### config.mk
export PLATFORM = sky130hd
export DESIGN_NAME = rr_arb_mux
export DESIGN_NICKNAME = d
export VERILOG_FILES = /design/src/rtl/mux_pkg.sv /design/src/rtl/rr_arbiter.sv /design/src/rtl/rr_arb_mux.sv
export SDC_FILE = /design/constraint.sdc
export NUM_CORES = 1
export LEC_CHECK = 0
export CORE_AREA = 2 2 71 140
export DETAILED_ROUTE_END_ITERATION = 10
export DIE_AREA = 0 0 73 142
export PLACE_DENSITY = 0.95
export SYNTH_ARGS = -nofsm -noshare
export SYNTH_HDL_FRONTEND = slang
export SYNTH_SLANG_ARGS = --single-unit
### constraint.sdc
create_clock -name clk -period 8.61 [get_ports clk]
set_input_delay 2.1525 -clock clk [delete_from_list [all_inputs] [get_ports clk]]
set_output_delay 2.1525 -clock clk [all_outputs]
set_load 0.01 [all_outputs]
### src/rtl/mux_pkg.sv
// Shared constants and helpers for the arbitrated multiplexer family.
// Latency: n/a (package only).
// Backpressure: n/a (package only).
//
// PRIO_RR / PRIO_FIXED select the arbitration policy; idx_w() gives the
// width of a binary channel index, never narrower than one bit.
package mux_pkg;

    localparam int PRIO_RR    = 0;
    localparam int PRIO_FIXED = 1;

    function automatic int idx_w(input int n);
        return (n > 1) ? $clog2(n) : 1;
    endfunction

endpackage

### src/rtl/rr_arbiter.sv
// Combinational N-way arbiter: round-robin from ptr, or fixed lowest-index priority.
// Latency: zero cycles, purely combinational.
// Backpressure: none; the caller gates the grant with its own load condition.
//
// Ports:
//   req     - per-channel requests
//   ptr     - round-robin start index (ignored when mode = 1)
//   mode    - 0 = round-robin, 1 = fixed priority
//   gnt     - one-hot grant, all zero when no request
//   gnt_idx - binary index of the granted channel
//   any     - at least one request present
module rr_arbiter
    import mux_pkg::*;
#(
    parameter int N  = 4,
    parameter int SW = idx_w(N)
) (
    input  logic [N-1:0]  req,
    input  logic [SW-1:0] ptr,
    input  logic          mode,
    output logic [N-1:0]  gnt,
    output logic [SW-1:0] gnt_idx,
    output logic          any
);

    always_comb begin
        int   idx;
        logic found;
        gnt     = '0;
        gnt_idx = '0;
        found   = 1'b0;
        idx     = 0;
        // Scan N candidates in priority order; the first requester wins.
        for (int k = 0; k < N; k++) begin
            if (mode) begin
                idx = k;
            end else begin
                // Explicit wrap keeps the scan correct for non-power-of-2 N.
                idx = int'(ptr) + k;
                if (idx >= N) begin
                    idx = idx - N;
                end
            end
            if (!found && req[idx]) begin
                found    = 1'b1;
                gnt[idx] = 1'b1;
                gnt_idx  = SW'(idx);
            end
        end
        any = found;
    end

endmodule

### src/rtl/rr_arb_mux.sv
// N-channel arbitrated mux with a one-deep registered output stage.
// Latency: word accepted in cycle t appears on out_* in cycle t+1; one word per cycle.
// Backpressure: while out_valid && !out_ready the output holds and all in_ready stay low.
//
// Ports:
//   clk, rst   - rising-edge clock, asynchronous active-high reset
//   in_data    - N packed channels, channel i at [i*K +: K]
//   in_valid   - per-channel request
//   in_ready   - per-channel accept, at most one bit high, low during reset
//   out_data   - registered winning word
//   out_sel    - index of the channel that produced out_data
//   out_valid  - out_data/out_sel hold a word
//   out_ready  - consumer takes the output word
module rr_arb_mux
    import mux_pkg::*;
#(
    parameter int K         = 32,
    parameter int N         = 4,
    parameter int PRIO_MODE = PRIO_RR,
    localparam int SW       = idx_w(N)
) (
    input  logic             clk,
    input  logic             rst,
    input  logic [N*K-1:0]   in_data,
    input  logic [N-1:0]     in_valid,
    output logic [N-1:0]     in_ready,
    output logic [K-1:0]     out_data,
    output logic [SW-1:0]    out_sel,
    output logic             out_valid,
    input  logic             out_ready
);

    localparam logic FIXED = (PRIO_MODE == PRIO_FIXED);

    logic [SW-1:0] ptr;
    logic [SW-1:0] ptr_nxt;
    logic [N-1:0]  gnt;
    logic [SW-1:0] gnt_idx;
    logic          any;
    logic          load;
    logic          xfer;
    logic [K-1:0]  win_data;

    rr_arbiter #(
        .N  (N),
        .SW (SW)
    ) u_arb (
        .req     (in_valid),
        .ptr     (ptr),
        .mode    (FIXED),
        .gnt     (gnt),
        .gnt_idx (gnt_idx),
        .any     (any)
    );

    // The output register can take a word when it is empty or being drained.
    assign load = !out_valid || out_ready;

    // Reset forces every accept low so no producer believes a word was taken.
    assign xfer     = load && any && !rst;
    assign in_ready = xfer ? gnt : '0;

    assign win_data = in_data[gnt_idx*K +: K];

    // Pointer moves one past the winner, wrapping at N-1 rather than 2**SW-1.
    assign ptr_nxt = (gnt_idx == SW'(N - 1)) ? '0 : gnt_idx + 1'b1;

    always_ff @(posedge clk or posedge rst) begin
        if (rst) begin
            out_valid <= 1'b0;
            out_data  <= '0;
            out_sel   <= '0;
            ptr       <= '0;
        end else if (load) begin
            if (any) begin
                out_data  <= win_data;
                out_sel   <= gnt_idx;
                out_valid <= 1'b1;
                if (!FIXED) begin
                    ptr <= ptr_nxt;
                end
            end else begin
                out_valid <= 1'b0;
            end
        end
    end

endmodule

==> impl_metrics.yaml <==
clock_network:
  cts_hold_buf: 0
  htreeDepth: 2
  post_cts_buffers: 0
  cts_buffers: 5
  cts_resized: 0
  cts_root_buf: "clkbuf_16"
  clock_latency_ns: 0.29
  cts_buffer_depth: 2
  cts_sinks: 37
  clk_pin_slew_ns: 0.06
  cts_tree: "done"
routing:
  first_pass_iters: 7
  drt_iter0_markers: 699
  wl_per_cell_um: 20.8
  vias: 5891
  final_antenna_net_count: 0
  wirelength_um: 17300
  vias_per_cell: 7.09
  drc: 0
yosys:
  ys_types: 43
  yosysWarnings: 0
  synth-edff-count: 0
  syn_inst: 610
  syn_area_per_cell_um2: 7.13
  syn_nets: 751
  netlist_area_mm2: 0.00435
  ys_seq_area_share_pct: 21.3
  synth-async-reset-ratio_pct: 100
  ys_ff_latch: 37
  synth_ff_type: "dfrtp_1"
flow_run:
  max_cap_violations: 0
cells_and_area:
  antenna_cells: 0
  fin_util_pct: 65.8
  drive_gt1_share_pct: 7.84
  area_growth_pct: 41.0
  fillers: 779
  fin_nets: 868
die:
  dieArea_mm2: 0.0104
  coreArea_mm2: 0.00932
  num_rows: 50
  dieWidth_um: 73
  io_pins: 174
  start_util_pct: 46.6
  die_h_um: 142
worst_setup_path:
  startpoint_type: "input port"
  crit_path_start: "in_valid[3]"
  end_kind: "output port"
  worstPathCellList: "clkdlybuf4s50_1 > mux4_2 > nor3_1 > nand2_1 > a21oi_1 > clkdlybuf4s50_1"
  cp_slowest_cell: "mux4_2"
  cp_max_fo: 72
  reg2reg_from: "ptr[0]$_DFFE_PP0P_"
  cpMostUsedCell: "clkdlybuf4s50_1"
  cp.arrival_ns: 5.18
  worstSetupPathType: "input port to output port"
  crit_required_ns: 6.46
  max_stage_delay_ns: 1.02
pwr:
  power.density_mw_per_mm2: 368
  power.leakage_nw: 2.18
  ir_drop_mv: 0.390
timing:
  min_period_over_period_pct: 85.1
  setup_viol: 0
  fmax_mhz: 136
  setup_ws_ns: 1.28
  fin_crit_ns: 7.33
  grt_setup_unrepaired: "false"
  tightest_slew_ns: 1.27
  fin_tns_setup_ns: 0
  hold_slack_ns: 0.534
  relSlewSlack_pct: 15.0
  fin_skew_ns: 0.00205
  final_max_slew_viol_count: 0
  finalHoldViolCount: 0
global_route:
  grt_max_degree: 73
  grt_use_total_pct: 31.9
  grt_pass1_vias: 5774
  use_met2_pct: 53.6
  top_usage_layer: "met2"
  grt_pass1_wl_um: 26400
  overflow: 0
  antenna_found_initial: 0
  grtUsageMet3_pct: 4.25
  gr-usage-met1_pct: 34.8
worst_hold_path:
  holdCritPathClass: "register to register"
  hold_start: "out_sel[1]$_DFFE_PP0P_"
status:
  outcome: "completed"
placed_design:
  dp_hpwl_um: 11600
  dpl_worst_slack_ns: 1.37
  gp_congestion: 0.884
  io_buffers: 173
power by group:
part | switching [mW] | internal [mW] | total (mW)
Clock | 0.0771 | 0.114 | 0.191
Combinational | 1.03 | 0.691 | 1.73
Sequential | 0.0793 | 0.262 | 0.342
registers in the layout, summed over array words and instances, names as in the netlist:
signal and count:
out_sel 2, ptr 2, out_valid 1, out_data 32
worst max-delay path: cells and delay by family:
| family | cells | cell delay (ns) |
|---|---|---|
| compound gates | 1 | 0.19 |
| simple gates | 2 | 0.68 |
| mux | 1 | 1.02 |
| buf+inv | 2 | 1.12 |
synthesized netlist by cell type (all sizes together) (5+ instances only):
master,count,area [um^2]
dfrtp,37,926
nand2b,5,33.8
a211oi,32,355
o21ai,64,320
nor2,72,270
a221oi,13,114
nand2,67,251
nand3,59,295
a21oi,41,209
a32oi,18,158
ha,6,75.1
a22oi,70,526
clkbuf,33,126
a31oi,19,119
buf,39,216
logic make-up after synthesis:
kind of cell,Yosys count,share of synthesized area (%)
compound gates,269,44.2
simple gates,213,21.1
buf+inv,75,8.14
flops,37,21.3
mux,10,3.54
fa+ha+maj,6,1.73
metal layers:
metal  routed length (um)  vias to the layer above
li1                     -                     2554
met1                 5660                     2722
met2                 8810                      499
met3                 1550                      116
met4                 1270                        0
met5                    0                        -
path summary, 6_finish.rpt:
kind | endpoint | slack [ns] | cells past startpoint
worst max-delay path | in_ready[0] | 1.28 | 6
worst min-delay path | out_sel[1]$_DFFE_PP0P_ | 0.53 | 2
worst max register to register | out_data[1]$_DFFE_PP0P_ | 4.75 | 7
worst min register to register | out_sel[1]$_DFFE_PP0P_ | 0.53 | 2
max in group asynchronous | ptr[0]$_DFFE_PP0P_ | 5.87 | 3
min in group asynchronous | out_data[1]$_DFFE_PP0P_ | 2.31 | 3
area by class of cell:
cell class,instances,area [um^2],share of cell area (%)
clock buffers,7,143,2.33
inverters,3,11.3,0.184
multi-input cells,498,3120,50.9
flip-flops and latches,37,927,15.1
well taps,104,130,2.12
repair buffers,182,1800,29.3
stage by stage:
step / cell area (um^2) / total power, mW / std cells
2_1_floorplan: 4350 / 1.53 / 610
3_5_place_dp: 5990 / 2.03 / 824
3_3_place_gp: 5990 / 1.93 / 824
4_1_cts: 6130 / 2.22 / 831
5_1_grt: 6130 / 2.40 / 831
6_report: 6130 / 2.26 / 831
cell usage in the layout (no fill, tap or decap), types with 13 or more instances in the layout:
| master | Yosys | layout |
|---|---|---|
| a21oi_1 | 40 | 40 |
| a32oi_1 | 18 | 18 |
| o21ai_0 | 51 | 51 |
| nand3_1 | 59 | 59 |
| nand2_1 | 67 | 67 |
| a211oi_2 | 23 | 23 |
| dfrtp_1 | 37 | 36 |
| nor2_1 | 72 | 71 |
| a221oi_1 | 13 | 13 |
| a22oi_1 | 70 | 70 |
| a31oi_1 | 19 | 19 |
| o21ai_1 | 13 | 13 |
| clkdlybuf4s50_1 | 0 | 173 |
Note: power is estimated with default switching activity, not from simulation.
